File: src/rtl/clock_cfg_sequencer.sv
// Sequences clock-source and divider changes for the clocking block.
// Each change runs as gate, drain, apply, settle/lock, ungate, with a 4-phase req/ack handshake.
//
// state    | meaning
// IDLE     | waiting for a synchronized request; config latched on acceptance
// DRAIN    | clocks gated, letting in-flight edges drain before the change
// APPLY    | one cycle: shadow config driven onto the clocking block
// SETTLE   | clocks still gated while the new source/dividers settle
// LOCKWAIT | PLL selected but not yet locked; times out to the external clock
// ACK      | clocks enabled, ack raised until the request drops
module clock_cfg_sequencer #(
  parameter int SYNC_STAGES   = 2,
  parameter int DRAIN_CYCLES  = 4,
  parameter int SETTLE_CYCLES = 16,
  parameter int LOCK_TIMEOUT  = 255,
  parameter int CNT_W         = 8
) (
  input  logic       pll_clk,
  input  logic       resetb,
  input  logic       cfg_req,
  input  logic       cfg_ext_sel_in,
  input  logic [2:0] cfg_sel_in,
  input  logic [2:0] cfg_sel2_in,
  input  logic       pll_lock,
  output logic       ext_clk_sel_out,
  output logic [2:0] sel_out,
  output logic [2:0] sel2_out,
  output logic       clk_gate_en,
  output logic       cfg_ack,
  output logic       busy,
  output logic       cfg_err
);

  typedef enum logic [2:0] {
    S_IDLE, S_DRAIN, S_APPLY, S_SETTLE, S_LOCKWAIT, S_ACK
  } state_t;

  localparam logic [CNT_W-1:0] DRAIN_LOAD  = CNT_W'(DRAIN_CYCLES - 1);
  localparam logic [CNT_W-1:0] SETTLE_LOAD = CNT_W'(SETTLE_CYCLES - 1);
  localparam logic [CNT_W-1:0] LOCK_LOAD   = CNT_W'(LOCK_TIMEOUT - 1);
  localparam logic [CNT_W-1:0] CNT_ONE     = CNT_W'(1);
  localparam logic [CNT_W-1:0] CNT_ZERO    = '0;

  logic [SYNC_STAGES-1:0] req_sync;
  logic [SYNC_STAGES-1:0] lock_sync;
  logic                   req_s;
  logic                   lock_s;

  state_t           state, state_nxt;
  logic [CNT_W-1:0] cnt, cnt_nxt;
  logic             ext_nxt, gate_nxt, ack_nxt, err_nxt;
  logic [2:0]       sel_nxt, sel2_nxt;
  logic             sh_ext, sh_ext_nxt;
  logic [2:0]       sh_sel, sh_sel_nxt;
  logic [2:0]       sh_sel2, sh_sel2_nxt;

  always_ff @(posedge pll_clk or negedge resetb) begin
    if (!resetb) begin
      req_sync  <= '0;
      lock_sync <= '0;
    end else begin
      req_sync  <= {req_sync[SYNC_STAGES-2:0], cfg_req};
      lock_sync <= {lock_sync[SYNC_STAGES-2:0], pll_lock};
    end
  end

  assign req_s  = req_sync[SYNC_STAGES-1];
  assign lock_s = lock_sync[SYNC_STAGES-1];
  assign busy   = (state != S_IDLE);

  always_ff @(posedge pll_clk or negedge resetb) begin
    if (!resetb) begin
      state           <= S_IDLE;
      cnt             <= '0;
      ext_clk_sel_out <= 1'b1;
      sel_out         <= '0;
      sel2_out        <= '0;
      clk_gate_en     <= 1'b1;
      cfg_ack         <= 1'b0;
      cfg_err         <= 1'b0;
      sh_ext          <= 1'b0;
      sh_sel          <= '0;
      sh_sel2         <= '0;
    end else begin
      state           <= state_nxt;
      cnt             <= cnt_nxt;
      ext_clk_sel_out <= ext_nxt;
      sel_out         <= sel_nxt;
      sel2_out        <= sel2_nxt;
      clk_gate_en     <= gate_nxt;
      cfg_ack         <= ack_nxt;
      cfg_err         <= err_nxt;
      sh_ext          <= sh_ext_nxt;
      sh_sel          <= sh_sel_nxt;
      sh_sel2         <= sh_sel2_nxt;
    end
  end

  always_comb begin
    state_nxt   = state;
    cnt_nxt     = cnt;
    ext_nxt     = ext_clk_sel_out;
    sel_nxt     = sel_out;
    sel2_nxt    = sel2_out;
    gate_nxt    = clk_gate_en;
    ack_nxt     = cfg_ack;
    err_nxt     = cfg_err;
    sh_ext_nxt  = sh_ext;
    sh_sel_nxt  = sh_sel;
    sh_sel2_nxt = sh_sel2;

    case (state)
      S_IDLE: begin
        if (req_s) begin
          sh_ext_nxt  = cfg_ext_sel_in;
          sh_sel_nxt  = cfg_sel_in;
          sh_sel2_nxt = cfg_sel2_in;
          err_nxt     = 1'b0;
          if ({cfg_ext_sel_in, cfg_sel_in, cfg_sel2_in} ==
              {ext_clk_sel_out, sel_out, sel2_out}) begin
            state_nxt = S_ACK;
          end else begin
            gate_nxt  = 1'b0;
            cnt_nxt   = DRAIN_LOAD;
            state_nxt = S_DRAIN;
          end
        end
      end
      S_DRAIN: begin
        if (cnt == CNT_ZERO) state_nxt = S_APPLY;
        else                 cnt_nxt   = cnt - CNT_ONE;
      end
      S_APPLY: begin
        ext_nxt   = sh_ext;
        sel_nxt   = sh_sel;
        sel2_nxt  = sh_sel2;
        cnt_nxt   = SETTLE_LOAD;
        state_nxt = S_SETTLE;
      end
      S_SETTLE: begin
        if (cnt != CNT_ZERO) begin
          cnt_nxt = cnt - CNT_ONE;
        end else if (!ext_clk_sel_out && !lock_s) begin
          cnt_nxt   = LOCK_LOAD;
          state_nxt = S_LOCKWAIT;
        end else begin
          gate_nxt  = 1'b1;
          state_nxt = S_ACK;
        end
      end
      S_LOCKWAIT: begin
        // lock takes priority over a timeout landing in the same cycle
        if (lock_s) begin
          gate_nxt  = 1'b1;
          state_nxt = S_ACK;
        end else if (cnt == CNT_ZERO) begin
          ext_nxt   = 1'b1;
          err_nxt   = 1'b1;
          gate_nxt  = 1'b1;
          state_nxt = S_ACK;
        end else begin
          cnt_nxt = cnt - CNT_ONE;
        end
      end
      S_ACK: begin
        gate_nxt = 1'b1;
        // ack is raised for at least one cycle even if the request already dropped
        if (!cfg_ack) begin
          ack_nxt = 1'b1;
        end else if (!req_s) begin
          ack_nxt   = 1'b0;
          state_nxt = S_IDLE;
        end
      end
      default: state_nxt = S_IDLE;
    endcase
  end

endmodule

File: config.mk
export PLATFORM = sky130hd
export DESIGN_NAME = clock_cfg_sequencer
export DESIGN_NICKNAME = d
export VERILOG_FILES = /design/src/rtl/clock_cfg_sequencer.sv
export SDC_FILE = /design/constraint.sdc
export NUM_CORES = 1
export LEC_CHECK = 0
export BUFFER_PORTS_ARGS = -buffer_cell sky130_fd_sc_hd__buf_2
export CAP_MARGIN = 20
export CORE_MARGIN = 2
export CORE_UTILIZATION = 40
export CTS_BUF_LIST = sky130_fd_sc_hd__clkbuf_16
export CTS_CLUSTER_DIAMETER = 30
export DETAILED_ROUTE_END_ITERATION = 10
export HOLD_SLACK_MARGIN = 0.05
export PLACE_DENSITY_LB_ADDON = 0.1
export RECOVER_POWER = 50
export SLEW_MARGIN = 15
export SYNTH_ARGS = -nofsm -noshare
export SYNTH_HDL_FRONTEND = slang
export SYNTH_SLANG_ARGS = --single-unit
File: constraint.sdc
create_clock -name pll_clk -period 2.3 [get_ports pll_clk]
set_input_delay 0.115 -clock pll_clk [delete_from_list [all_inputs] [get_ports pll_clk]]
set_output_delay 0.115 -clock pll_clk [all_outputs]
set_load 0.01 [all_outputs]
==> results of run 1 <==
==> path summary, 6_finish.rpt <==
| path | startpoint | endpoint | slack, ps | cells after the start |
|---|---|---|---|---|
| worst max-delay path | cnt[0] | cnt[7] | 170 | 7 |
| worst min-delay path | cfg_sel2_in[2] | sh_sel2[2] | 100 | 2 |
| worst max register to register | cnt[0] | cnt[7] | 170 | 7 |
| worst min register to register | req_sync[0] | req_sync[1] | 340 | 0 |
| max in group asynchronous | resetb | sh_ext | 490 | 2 |
| min in group asynchronous | resetb | cnt[2] | 830 | 2 |
==> final cells by class <==
cell class	count	area, um^2	area share
well taps	50	62.6	0.0293
clock buffers	5	125	0.0587
flip-flops and latches	32	803	0.377
inverters	4	15.0	0.00704
clock inverters	3	37.5	0.0176
repair buffers	40	244	0.114
multi-input cells	110	845	0.396
==> per-layer routing <==
layer / GRT usage / wire [um] / up-vias
met3: 0.0439 / 134 / 2
li1: - / - / 647
met4: 0.0458 / 25 / 0
met2: 0.290 / 1890 / 34
met5: 0 / 0 / -
met1: 0.214 / 1710 / 649
==> kinds of logic after synthesis <==
| logic type | count (synthesis) | share of synthesized area |
|---|---|---|
| AO/OA/AOI/OAI | 39 | 0.165 |
| multiplexers | 16 | 0.113 |
| buffers and inverters | 9 | 0.0302 |
| XOR/XNOR | 8 | 0.0413 |
| AND/OR/NAND/NOR | 45 | 0.162 |
| flip-flops | 32 | 0.473 |
| adder cells (fa/ha/maj) | 2 | 0.0147 |
==> per-stage QoR <==
step,hold slack [ps],instance area [um^2],std cells
2_1_floorplan,-181,1700,151
6_report,101,2130,244
5_1_grt,102,2130,244
3_5_place_dp,214,1950,233
3_3_place_gp,199,1950,233
4_1_cts,95.6,2140,244
==> power breakdown <==
part | internal (uW) | total, uW | switching, uW
Clock | 503 | 733 | 230
Combinational | 714 | 1410 | 700
Sequential | 809 | 1020 | 209
Total | 2020 | 3160 | 1140
==> worst max-delay path: cells and delay by family (launching register included) <==
kind	cells	cell delay (ps)
simple gates	3	930
flops	1	370
mux	1	310
compound gates	1	170
fa+ha+maj	1	140
buf+inv	1	80
==> sequential cells by signal (all words and copies together) (netlist names) <==
register / cells
cnt: 8
sel2_out: 3
sel_out: 3
sh_sel2: 3
sh_sel: 3
state: 3
lock_sync: 2
req_sync: 2
cfg_ack: 1
cfg_err: 1
clk_gate_en: 1
ext_clk_sel_out: 1
sh_ext: 1
==> placed cells by master (no fill, tap or decap), drive strengths merged, types with 3 or more instances in the layout <==
master        n
o22a          4
nor4          3
xnor2         6
a21oi         7
mux2         16
clkbuf       14
dlygate4sd3   3
nor3         10
nor2         11
dfrtp        30
inv           4
nand2         5
o21ai         9
buf          28
==> what timing repair did <==
| action | CTS | global route |
|---|---|---|
| hold buffers | 3 | 0 |
| hold endpoints to repair | 32 | 0 |
| gates resized for setup | 1 | 0 |
| endpoints found under the setup margin | 3 | 0 |
==> cell usage after synthesis (2+ instances only) <==
library cell	count	area [um^2]
nor3_1	10	50.1
a21oi_1	7	35.0
dfrtp_1	30	751
xnor2_1	6	52.6
nor4_1	2	12.5
buf_6	2	22.5
a31oi_1	2	12.5
a21o_1	2	15.0
nand2_1	5	18.8
inv_1	4	15.0
nor2b_1	2	12.5
a211oi_1	2	15.0
o41ai_1	2	17.5
xor2_1	2	17.5
nand2b_1	2	12.5
o22a_1	2	17.5
nand3b_1	2	15.0
buf_2	2	10.0
ha_1	2	25.0
mux2_2	13	146
o21ai_0	9	45.0
mux2_4	3	45.0
o22a_2	2	20.0
dfstp_2	2	52.6
nor2_1	11	41.3
==> reports/results.ini, run 1 <==
[cts]
cts.clk_slew.worst_paths_ps = 50
cts-root-buf = clkbuf_16
clock-sinks = 32
htree_num_levels = 2
numCtsBuffers = 5
cts_setup_buffers = 0
clk_path_buf_depth = 2
cts_tree = built
worstSkewPairLatency_ps = 270

[placed_design]
place.port_buffers = 21
detailedPlace.worstSlack_ps = 3.00
hpwl_um = 2700
gp_congestion = 0.842

[global_routing]
gr-total-overflow = 0
grt_pass1_vias = 1382
grtUsageTotal = 0.170
grt_first_pass_wirelength_um = 6450
grt_max_degree = 33
antenna_found_initial = 0

[yosys]
synth-seq-cells = 32
yosysUniqueCellTypes = 48
synth_area_per_cell_um2 = 11.2
ys_warn_count = 0
ys_seq_area_frac = 0.473
syn-cell-area_um2 = 1700
synth_edf_count = 0
synthArstFlopShare = 1.00
syn_inst = 151
syn-num-nets = 164
ys.flop_type = dfrtp_1

[sta]
rsz0062_at_grt = no
layout_min_cycle_time_ps = 2130
fin_skew_ps = 3.28
finalHoldViolCount = 0
setup_viol = 0
timing.final.ws_setup_ps = 167
fin_setup_tns_ps = 0
fmax_mhz = 469
slew_headroom = -0.138
drv_slew = 33
tightest_slew_ps = 1710
fin_crit_sh = 0.927

[detailed_routing]
firstDrtPassIters = 4
drtAntennaViolNets = 0
vias_per_cell = 5.46
first_iter_violations = 41
drcViolationCount = 0
wl_um = 3760
post_drt_wl_per_cell_um = 15.4
vias = 1332

[finish]
area_delta_synth_final_pct = 25.7
nets = 206
drive_above_1_share = 0.325
final_core_util = 0.529
n_fill_cell = 388
diodes = 0

[worst_setup_path]
startpoint_type = flop
required_ps = 2460
max_stage_delay_ps = 450
cpMostUsedCell = or2_4
cp_slowest_cell = or3b_2
cp.arrival_ps = 2290
path_class = flop to flop
path_cells = inv_1 > ha_1 > or3b_2 > or2_4 > o22ai_4 > or2_4 > mux2_4
setup.worst_path.end_class = flop
cp_max_fo = 8

[status]
violations = max-capacitance violations, max-slew violations
outcome = complete, but fails checks

[power_and_ir_drop]
ir_drop_mv = 0.762
p_per_area_nw_per_um2 = 1480
power.leakage_uw = 0.000925
power_uw = 3160

[flow_run]
maxCapViolCount = 1

[die]
ioPinCount = 22
dieArea_um2 = 4780
core_area_um2 = 4030
start_util = 0.421
die_y_um = 69.1
rows = 23
die_w_um = 69.1

[hold_path]
hold_class = input pin to flop

No activity file was read; power rests on OpenSTA's default activity.
==> run 2, diff against run 1 <==
- CORE_UTILIZATION: 40 -> 38
==> run 2 against run 1 <==
  * Critical path type unchanged
  * Critical path depth unchanged
  * Sequential cell count unchanged
  * Setup slack worse by 52 ps
  * Combinational power down 3%
  * Clock power up 1%
  * Highest routed layer unchanged
  * Utilization down 3.9 points
  * The run still ends with max-capacitance violations, max-slew violations left
  * Via count down 2.1%
  * Non-clock buffer count down 2
  * Register-to-register slack worse by 50 ps
  * Final area down 0.59%
  * Routed wire length up 2.1%
==> reports/results.ini, run 2 (synthesized netlist as in run 1, its figures left out) <==
[worst_setup_path]
cp.arrival_ps = 2340
cpMostUsedCell = or2_4
r2r_cells = 7
cp_slowest_cell = or3b_2
cp_max_fo = 6
required_ps = 2460
path_cells = inv_1 > ha_1 > or3b_2 > or2_4 > o22ai_4 > or2_4 > mux2_4
max_stage_delay_ps = 450
setup.worst_path.end_class = flop
path_class = flop to flop
startpoint_type = flop

[power_and_ir_drop]
power.internal_uw = 2000
switchingPower_uw = 1150
swShare = 0.364
seqPwrFrac = 0.328
power_frac_comb = 0.436
ir_drop_mv = 0.552
power.leakage_uw = 0.000919
p_clk_frac = 0.236
p_per_area_nw_per_um2 = 1490

[sta]
slew_headroom = -0.155
tightest_slew_ps = 1730
setup_viol = 0
finalHoldViolCount = 0
fin_setup_tns_ps = 0
fin_hold_ws_ps = 95.6
layout_min_cycle_time_ps = 2180
drv_slew = 33
fin_skew_ps = 2.57
rsz0062_at_grt = no
fin_crit_sh = 0.950
fmax_mhz = 458

[detailed_routing]
drtAntennaViolNets = 0
firstDrtPassIters = 4
vias = 1304
drcViolationCount = 0
wl_um = 3840
first_iter_violations = 41
vias_per_cell = 5.34
post_drt_wl_per_cell_um = 15.7

[placed_design]
gp_congestion = 0.892
hpwl_um = 2770
place.port_buffers = 21
place_area_um2 = 1940
placed_cells = 233

[cts]
cts-root-buf = clkbuf_16
cts_tree = built
cts_setup_buffers = 0
numCtsBuffers = 5
clk_path_buf_depth = 2
cts.clk_slew.worst_paths_ps = 50
htree_num_levels = 2
clock-sinks = 32
worstSkewPairLatency_ps = 270

[die]
ioPinCount = 22
rows = 24
die_w_um = 70.8
core_area_um2 = 4320
start_util = 0.392
die_y_um = 70.8
dieArea_um2 = 5020

[hold_path]
hold_class = input pin to flop
holdPathStages = 2

[status]
outcome = complete, but fails checks
violations = max-capacitance violations, max-slew violations

[global_routing]
grtUsageTotal = 0.165
grt_pass1_vias = 1316
grt_max_degree = 33
gr-total-overflow = 0
antenna_found_initial = 0
grt_first_pass_wirelength_um = 6420

[finish]
diodes = 0
drive_above_1_share = 0.318
layout_common_cells = 30 x dfrtp_1, 14 x buf_4, 13 x mux2_2
design_area_um2 = 2120
largest_register_ffs = 8
area_delta_synth_final_pct = 24.9
final_core_util = 0.490
nets = 204
stdcell_count = 244
regMostFlops = cnt
final_common_cell = dfrtp_1

[flow_run]
maxCapViolCount = 1

==> run 2: cell count changes in the layout (fill, tap and decap cells not counted) <==
cell      before  now
inv_1          4    5
clkinv_2       0    1
clkinv_1       2    0
buf_2         12   11
buf_4         16   14
clkbuf_1       9   10
==> run 2: final cells by class <==
cell class	count	area, um^2
Clock buffer	5	125
Tap cell	52	65.1
Sequential cell	32	803
Clock inverter	3	38.8
Multi-Input combinational cell	110	845
Inverter	4	15.0
Fill cell	429	2200
Timing Repair Buffer	38	228
==> run 2: metrics by stage <==
stage | total power [uW] | worst slack (ps)
floorplan | 2020 | 91.1
global placement | 2370 | 77.0
detailed placement | 2420 | 6.39
CTS | 3190 | 115
global route | 3370 | 38.7
finish | 3150 | 115
==> run 2: repair_timing <==
item	CTS	global route
endpoints found under the hold margin	32	0
hold buffers	3	0
gates resized for setup	1	0
endpoints found under the setup margin	3	0
==> run 2: per-layer routing <==
metal | wire (um) | up-vias | GRT usage | part of all wire
li1 | - | 646 | - | -
met1 | 1760 | 637 | 0.207 | 0.46
met2 | 1900 | 16 | 0.270 | 0.50
met3 | 129 | 5 | 0.0541 | 0.034
met4 | 42 | 0 | 0.0524 | 0.011
met5 | 0 | - | 0 | 0
==> run 2: worst paths after layout <==
| path | from | end | slack [ps] |
|---|---|---|---|
| min in group asynchronous | resetb | cnt[7] | 820 |
| setup reg to reg | cnt[0] | cnt[1] | 120 |
| hold reg to reg | lock_sync[0] | lock_sync[1] | 350 |
| max in group asynchronous | resetb | cnt[3] | 460 |
| hold / removal | cfg_sel_in[0] | sh_sel[0] | 100 |
| setup / recovery | cnt[0] | cnt[1] | 120 |
==> run 2: power groups by stage <==
stage	sequential, uW	clock, uW	combinational [uW]
after floorplan	999	0	1020
after CTS	1030	751	1400
final	1030	743	1370
after global routing	1080	775	1520
after detailed placement	1040	0	1380
after global placement	1020	0	1350
==> run 2: worst max-delay path, delay by kind of cell, from the launching register on <==
kind | cells | cell delay (ps)
buffers and inverters | 1 | 120
multiplexers | 1 | 310
AND/OR/NAND/NOR | 3 | 920
flip-flops | 1 | 410
adder cells (fa/ha/maj) | 1 | 150
AO/OA/AOI/OAI | 1 | 170
